File: src/rtl/timed_sched_pkg.sv
// Shared widths and the event record carried through the timed event scheduler.
package timed_sched_pkg;

    localparam int unsigned TS_WIDTH   = 64;
    localparam int unsigned DATA_WIDTH = 64;
    localparam int unsigned DEPTH      = 16;
    localparam int unsigned PTR_W      = $clog2(DEPTH);

    typedef struct packed {
        logic [TS_WIDTH-1:0]   ts;
        logic [DATA_WIDTH-1:0] data;
    } sched_event_t;

endpackage

File: src/rtl/sched_fifo.sv
// Synchronous FIFO of scheduler events with a first-word-fall-through head.
module sched_fifo
    import timed_sched_pkg::*;
#(
    parameter int unsigned FIFO_DEPTH = DEPTH
) (
    input  logic                         clk,
    input  logic                         reset,
    input  logic                         flush,
    input  logic                         push,
    input  sched_event_t                 wr_event,
    input  logic                         pop,
    output sched_event_t                 head,
    output logic [$clog2(FIFO_DEPTH):0]  count,
    output logic                         full,
    output logic                         empty
);

    localparam int unsigned PW = $clog2(FIFO_DEPTH);
    localparam logic [PW:0] FullCount = FIFO_DEPTH[PW:0];

    sched_event_t    mem_q [FIFO_DEPTH];
    logic [PW-1:0]   wr_ptr_q;
    logic [PW-1:0]   rd_ptr_q;
    logic [PW:0]     count_q;
    logic            do_push;
    logic            do_pop;

    assign full    = (count_q == FullCount);
    assign empty   = (count_q == '0);
    assign do_push = push && !full;
    assign do_pop  = pop && !empty;
    assign head    = mem_q[rd_ptr_q];
    assign count   = count_q;

    always_ff @(posedge clk or negedge reset) begin
        if (!reset) begin
            wr_ptr_q <= '0;
            rd_ptr_q <= '0;
            count_q  <= '0;
        end else if (flush) begin
            wr_ptr_q <= '0;
            rd_ptr_q <= '0;
            count_q  <= '0;
        end else begin
            if (do_push) wr_ptr_q <= wr_ptr_q + 1'b1;
            if (do_pop)  rd_ptr_q <= rd_ptr_q + 1'b1;
            unique case ({do_push, do_pop})
                2'b10:   count_q <= count_q + 1'b1;
                2'b01:   count_q <= count_q - 1'b1;
                default: count_q <= count_q;
            endcase
        end
    end

    // Storage is not reset; stale entries are never observed because empty gates the head.
    always_ff @(posedge clk) begin
        if (do_push && !flush) mem_q[wr_ptr_q] <= wr_event;
    end

endmodule

File: src/rtl/timed_event_scheduler.sv
// Queues timestamped events and releases each one once the live counter reaches its timestamp.
module timed_event_scheduler #(
    parameter int unsigned TS_WIDTH   = timed_sched_pkg::TS_WIDTH,
    parameter int unsigned DATA_WIDTH = timed_sched_pkg::DATA_WIDTH,
    parameter int unsigned DEPTH      = timed_sched_pkg::DEPTH
) (
    input  logic                    clk,
    input  logic                    reset,
    input  logic [TS_WIDTH-1:0]     counter,
    input  logic                    flush,
    input  logic                    s_valid,
    output logic                    s_ready,
    input  logic [TS_WIDTH-1:0]     s_timestamp,
    input  logic [DATA_WIDTH-1:0]   s_data,
    output logic                    m_valid,
    input  logic                    m_ready,
    output logic [TS_WIDTH-1:0]     m_timestamp,
    output logic [DATA_WIDTH-1:0]   m_data,
    output logic                    m_late,
    output logic [$clog2(DEPTH):0]  fill_level,
    output logic                    late_error,
    input  logic                    clear_error
);

    import timed_sched_pkg::*;

    sched_event_t              wr_event;
    sched_event_t              head;
    logic [$clog2(DEPTH):0]    count;
    logic                      fifo_full;
    logic                      fifo_empty;
    logic                      ready_q;
    logic                      push;
    logic                      pop;
    logic                      due;
    logic                      free;

    logic                      m_valid_q;
    logic [TS_WIDTH-1:0]       m_timestamp_q;
    logic [DATA_WIDTH-1:0]     m_data_q;
    logic                      m_late_q;
    logic                      late_error_q;

    assign wr_event.ts   = s_timestamp;
    assign wr_event.data = s_data;

    // ready_q holds s_ready low for the whole reset and until the first edge after it.
    assign s_ready = ready_q && !fifo_full;
    assign push    = s_valid && s_ready && !flush;
    assign due     = !fifo_empty && (counter >= head.ts);
    assign free    = !m_valid_q || m_ready;
    assign pop     = due && free && !flush;

    sched_fifo #(
        .FIFO_DEPTH (DEPTH)
    ) u_fifo (
        .clk      (clk),
        .reset    (reset),
        .flush    (flush),
        .push     (push),
        .wr_event (wr_event),
        .pop      (pop),
        .head     (head),
        .count    (count),
        .full     (fifo_full),
        .empty    (fifo_empty)
    );

    always_ff @(posedge clk or negedge reset) begin
        if (!reset) begin
            ready_q       <= 1'b0;
            m_valid_q     <= 1'b0;
            m_timestamp_q <= '0;
            m_data_q      <= '0;
            m_late_q      <= 1'b0;
            late_error_q  <= 1'b0;
        end else begin
            ready_q <= 1'b1;
            if (flush) begin
                m_valid_q <= 1'b0;
                m_late_q  <= 1'b0;
            end else if (pop) begin
                m_valid_q     <= 1'b1;
                m_timestamp_q <= head.ts;
                m_data_q      <= head.data;
                m_late_q      <= (counter != head.ts);
            end else if (m_ready) begin
                m_valid_q <= 1'b0;
            end
            // A late release in the same cycle as clear_error keeps the flag set.
            if (pop && (counter != head.ts)) begin
                late_error_q <= 1'b1;
            end else if (clear_error) begin
                late_error_q <= 1'b0;
            end
        end
    end

    assign m_valid     = m_valid_q;
    assign m_timestamp = m_timestamp_q;
    assign m_data      = m_data_q;
    assign m_late      = m_late_q;
    assign fill_level  = count;
    assign late_error  = late_error_q;

endmodule
File: config.mk
export PLATFORM = sky130hd
export DESIGN_NAME = timed_event_scheduler
export DESIGN_NICKNAME = d
export VERILOG_FILES = /design/src/rtl/timed_sched_pkg.sv /design/src/rtl/sched_fifo.sv /design/src/rtl/timed_event_scheduler.sv
export SDC_FILE = /design/constraint.sdc
export NUM_CORES = 2
export LEC_CHECK = 0
export CORE_ASPECT_RATIO = 0.75
export CORE_MARGIN = 2
export CORE_UTILIZATION = 32
export DETAILED_ROUTE_END_ITERATION = 7
export HOLD_SLACK_MARGIN = 0.02
export RECOVER_POWER = 50
export SYNTH_ARGS = -nofsm -noshare
export SYNTH_HDL_FRONTEND = slang
export SYNTH_SLANG_ARGS = --single-unit
File: constraint.sdc
create_clock -name clk -period 25 [get_ports clk]
set_input_delay 5 -clock clk [delete_from_list [all_inputs] [get_ports clk]]
set_output_delay 5 -clock clk [all_outputs]
set_load 0.01 [all_outputs]
* After elaboration in Yosys (flattened, before gate mapping) *
Memories as Yosys holds them, arrays and structs flattened.
Cells that the tools add are included.

storage, ports and cells
  output and inout bits = 137
  RAM bits = 2,048
  memories = 1
  flip-flop bits (word level) = 145

memory list
  memory        depth  bits a word  rd ports  clocked after Yosys merged registers in  write ports  line              RTL
  u_fifo.mem_q  16     128          1         0                                        1            sched_fifo.sv:22  sched_event_t mem_q [FIFO_DEPTH];

operators by class
  equality and inequality tests = 4
  multiplexer cells = 15
  reductions and logical operators = 23
  $add $sub $neg = 4
  $lt $le $gt $ge = 1
  bitwise operators = 1

operators by type and width
  operator             number
  $ge 64x64->1         1
  $ne 64x64->1         1
  $mux 4               4
  $logic_and 1x1->1    10
  $pmux 5 s2           1
  $mux 1               9
  $add 4x1->4 const B  2
  $reduce_bool 2->1    4
  $reduce_bool 3->1    2
  $add 5x1->5 const B  1
  $eq 5x5->1 const B   1
  $logic_not 5->1      1
  $mux 5               1
  $sub 5x1->5 const B  1
  $logic_not 1->1      4
  $eq 2x1->1 const B   1
  $eq 2x2->1 const B   1
  $reduce_and 2->1     1
  $logic_or 1x1->1     1
  $not 1->1            1

* Depth between registers and ports, before layout *
  depth after elaboration = 9
  depth in mapped cells = 25
  mapped depth without buffers = 19

* Hierarchy *
A second synthesis with hierarchy kept.

second synthesis, totals
  cells, all modules = 3,755
  area total of the unflattened synthesis = 83,780.4 µm²

by module, submodules not included
  module                 cells each  seq. area each (µm²)  area an instance (µm²)  times used
  sched_fifo             3,242       61,824.3              77,220.3                1
  timed_event_scheduler  513         3,303.2               6,560.0                 1

* Worst setup path before layout *
Ideal clock, no wire load.

  path kind = input to register
  from = input port s_valid
  to = memory u_fifo.mem_q[3][0] in the netlist's numbering, enable pin
  path slack = 10.035 ns
  required time = 24.228 ns
  stages = 4
  buffers on the path = 0
  setup time = 0.772 ns
  arrival time = 14.193 ns
  cell sequence = nand2_1 -> nor2_1 -> nand2_1 -> nor3_1

between the ends
  longest elaborated chain between the ends = 6

ends and longest elaborated chain
  element                         line                         RTL
  from (decl)                     timed_event_scheduler.sv:11  input logic s_valid,
  $logic_and 1x1->1 (2 in a row)  timed_event_scheduler.sv:49  assign push = s_valid && s_ready && !flush;
  $logic_and 1x1->1               sched_fifo.sv:31             assign do_push = push && !full;
  $logic_and 1x1->1               sched_fifo.sv:58             if (do_push && !flush) mem_q[wr_ptr_q] <= wr_event;
  $mux 1                          sched_fifo.sv:58
  $mux 1 (implied by the code)    sched_fifo.sv:58
  to (decl)                       sched_fifo.sv:22

Every way passes these cells.

==> results.cfg <==
[logic_synthesis]
ys_top_cells_by_area = edfxtp_1 73%, mux4_2 17%, dfrtp_1 4.3%
synth_seq_cells = 2193
synth_edf_count = 2048
synth_flop_cell = edfxtp_1
post-synth-top-area-cell = edfxtp_1
synth_nets = 3776
synth_cell_types = 46
netlist_instances = 3505
seq_area_frac_synth_pct = 77.0
syn_area_sq_mm = 0.0846
syn_area_per_cell_sq_um = 24.1
yosysWarningCount = 0
yosys.area.top_type_share_pct = 72.7
async_reset_ff_share_pct = 6.61

[timing]
skew_ns = 0.0458
slew_viol_final = 174
worstMarginPinSlew_ns = 5.50
fin_crit_ns = 13.28
setup_tns_ns = 0
finalCritPeriodShare_pct = 53.1
final_hold_viol_count = 0
setup_viol_count_final = 0
max-slew-margin-rel_pct = -267
rsz0062_at_grt = no
fmax_ghz = 0.0753

[grt]
grt_use_total_pct = 15.3
antenna_found_initial = 71
grt_pass1_wl_um = 296000
grt-ovfl-total = 0
grt_max_degree = 125
grt_pass1_vias = 40000

[clock_tree]
cts_root_buf = clkbuf_16
cts_tree = done
cts.clk_slew.worst_paths_ns = 0.06
clock_latency_ns = 0.86
h-tree-depth = 4
numClockSinks = 2193
cts_buffer_depth = 3
cts_setup_buffers = 0
cts_resized = 0
cts_made_buffers = 214
cts_hold_buf = 0

[placed_design]
dp.cells = 7214
hpwl_um = 112000
globalplace.congestion = 0.789
io_buffers = 334
dpl_cell_area_sq_mm = 0.0923

[worst_hold_path]
holdPathStages = 1
min_from = m_timestamp[16]
min_path_type = reg2reg
hold_end = m_timestamp[16]

[power]
power_switching_share_pct = 23.5
p_int_mw = 6.73
pwr-share-comb_pct = 14.7
seqPwrFrac_pct = 48.2
power_density_mw_per_mm2 = 88.4
ir_drop_mv = 0.0621
clkPwrFrac_pct = 37.0
p_sw_mw = 2.07
p_leak_nw = 30.8

[critical_path]
r2r-end = m_data[57]
cp.depth = 2
slowest_stage = clkbuf_1
required_ns = 24.60
cp_cell_sequence = clkbuf_1, clkbuf_1
crit_fanout = 84
max_stage_delay_ns = 3.89
crit_path_end_kind = async pin
path_common_cell = clkbuf_1
setup.worst_path.start_class = primary input
reg2reg_depth = 18
arrival_ns = 12.88
worst-r2r-setup-slack_ns = 15.26
critical_path_class = in2async
cp_top_family = buffers and inverters
cp_num_buf_inv = 2
regToRegStartpoint = u_fifo.rd_ptr_q[0]

[die]
initial_utilization_pct = 32.2
die_x_um = 598
dieArea_sq_mm = 0.269
rows = 163
coreArea_sq_mm = 0.263
ios = 335
die_h_um = 449

[detailed_routing]
drt_iter0_markers = 3528
vias = 38600
drt-total-wl_um = 208000
avgViaCountPerCell = 5.05
routedWlPerCell_um = 27.2
drtAntennaViolNets = 0
dr.pass1.iters = 7
drc = 0

[finish]
fin_cells = 7642
fin_nets = 4236
drive_gt1_share_pct = 28.2
area_growth_pct = 17.6
regArea_sq_mm = 0.0651
multi_input_area_sq_mm = 0.0185
design_area_sq_mm = 0.0995
nFillCells = 23500

[outcome]
status = finished, violations left
violations = max-capacitance violations, max-slew violations

[job]
cap_violations = 3
-- Yosys cell counts, types with 2 or more instances --
| master | count |
|---|---|
| dfrtp_1 | 145 |
| o21ai_0 | 30 |
| buf_12 | 11 |
| nand4_1 | 15 |
| nand2b_1 | 9 |
| nor3_1 | 7 |
| edfxtp_1 | 2048 |
| mux2i_1 | 10 |
| buf_1 | 31 |
| xor2_1 | 2 |
| buf_6 | 3 |
| mux2_2 | 26 |
| nand3_1 | 14 |
| mux2_4 | 107 |
| a211oi_1 | 5 |
| inv_1 | 63 |
| xnor2_1 | 4 |
| ha_1 | 72 |
| nor2b_1 | 8 |
| clkbuf_1 | 103 |
| a221oi_1 | 2 |
| or4_1 | 2 |
| nand2_1 | 27 |
| a21oi_1 | 39 |
| or3_1 | 3 |
| a21o_1 | 7 |
| nor2_1 | 34 |
| buf_2 | 22 |
| mux4_2 | 628 |
| o31ai_1 | 12 |
-- cell type report --
| cell class | instances | area share (%) |
|---|---|---|
| flip-flops and latches | 2193 | 65.5 |
| repair buffers | 414 | 4.11 |
| diodes | 23 | 0.0578 |
| inverters | 63 | 0.238 |
| clock buffers | 282 | 5.81 |
| clock inverters | 123 | 1.41 |
| multi-input cells | 1079 | 18.5 |
| well taps | 3465 | 4.36 |
-- cell usage in the layout (no fill, tap or decap), drive strengths merged, types with 23 or more instances in the layout --
| master | instances |
|---|---|
| mux2 | 133 |
| dfrtp | 145 |
| nand2 | 27 |
| edfxtp | 2048 |
| o21ai | 30 |
| clkbuf | 290 |
| inv | 73 |
| a21oi | 39 |
| buf | 74 |
| clkinv | 83 |
| diode | 23 |
| ha | 72 |
| dlygate4sd3 | 129 |
| mux4 | 628 |
| nor2 | 35 |
| clkdlybuf4s50 | 203 |
-- through the flow --
stage | utilization (%) | setup WS (ns) | hold slack [ns] | total power [mW]
floorplan | - | 10.04 | 0.543 | 5.10
global placement | 35.1 | 13.99 | 0.492 | 5.63
detailed placement | 35.1 | 13.92 | 0.492 | 5.64
CTS | 37.8 | 14.82 | 0.512 | 8.91
global route | 37.8 | 10.49 | 0.515 | 9.12
finish | 37.8 | 11.72 | 0.510 | 8.80
-- sequential cells by signal (all words and copies together) (netlist names) --
signal / count
u_fifo.wr_ptr_q: 4
ready_q: 1
m_data: 64
u_fifo.count: 5
u_fifo.rd_ptr_q: 4
m_late: 1
m_valid: 1
u_fifo.mem_q: 2048
m_timestamp: 64
late_error: 1
-- logic make-up after synthesis --
group | after synthesis | share of synthesized area [%]
XOR/XNOR | 6 | 0.0621
flip-flops | 2193 | 77.0
adder cells (fa/ha/maj) | 73 | 1.09
other | 1 | 0.00443
multiplexers | 771 | 19.1
AO/OA/AOI/OAI | 103 | 0.745
buffers and inverters | 233 | 1.30
AND/OR/NAND/NOR | 125 | 0.734
-- power by group through the flow --
| stage | sequential, mW | clock, mW | combinational [mW] |
|---|---|---|---|
| final | 4.24 | 3.26 | 1.30 |
| after global routing | 4.26 | 3.49 | 1.38 |
| after CTS | 4.25 | 3.34 | 1.33 |
| after detailed placement | 4.32 | 0 | 1.32 |
| after global placement | 4.32 | 0 | 1.31 |
| after floorplan | 4.34 | 0 | 0.758 |
-- worst max path at each step --
stage,start,end
2_1_floorplan,s_valid,u_fifo.mem_q[3][0]
3_3_place_gp,counter[61],m_data[50]
3_5_place_dp,counter[61],m_data[56]
4_1_cts,u_fifo.rd_ptr_q[0],m_data[55]
5_1_grt,reset,m_data[7]
6_report,reset,m_data[7]
-- layer usage --
| metal | GRT usage [%] | vias to the layer above | share of wire [%] |
|---|---|---|---|
| met4 | 4.11 | 14 | 2.1 |
| met3 | 2.95 | 312 | 5.4 |
| met5 | 0 | - | 0.045 |
| met1 | 20.9 | 21200 | 43 |
| li1 | - | 15900 | - |
| met2 | 25.1 | 1135 | 50 |
(Power assumes the default switching activity.)
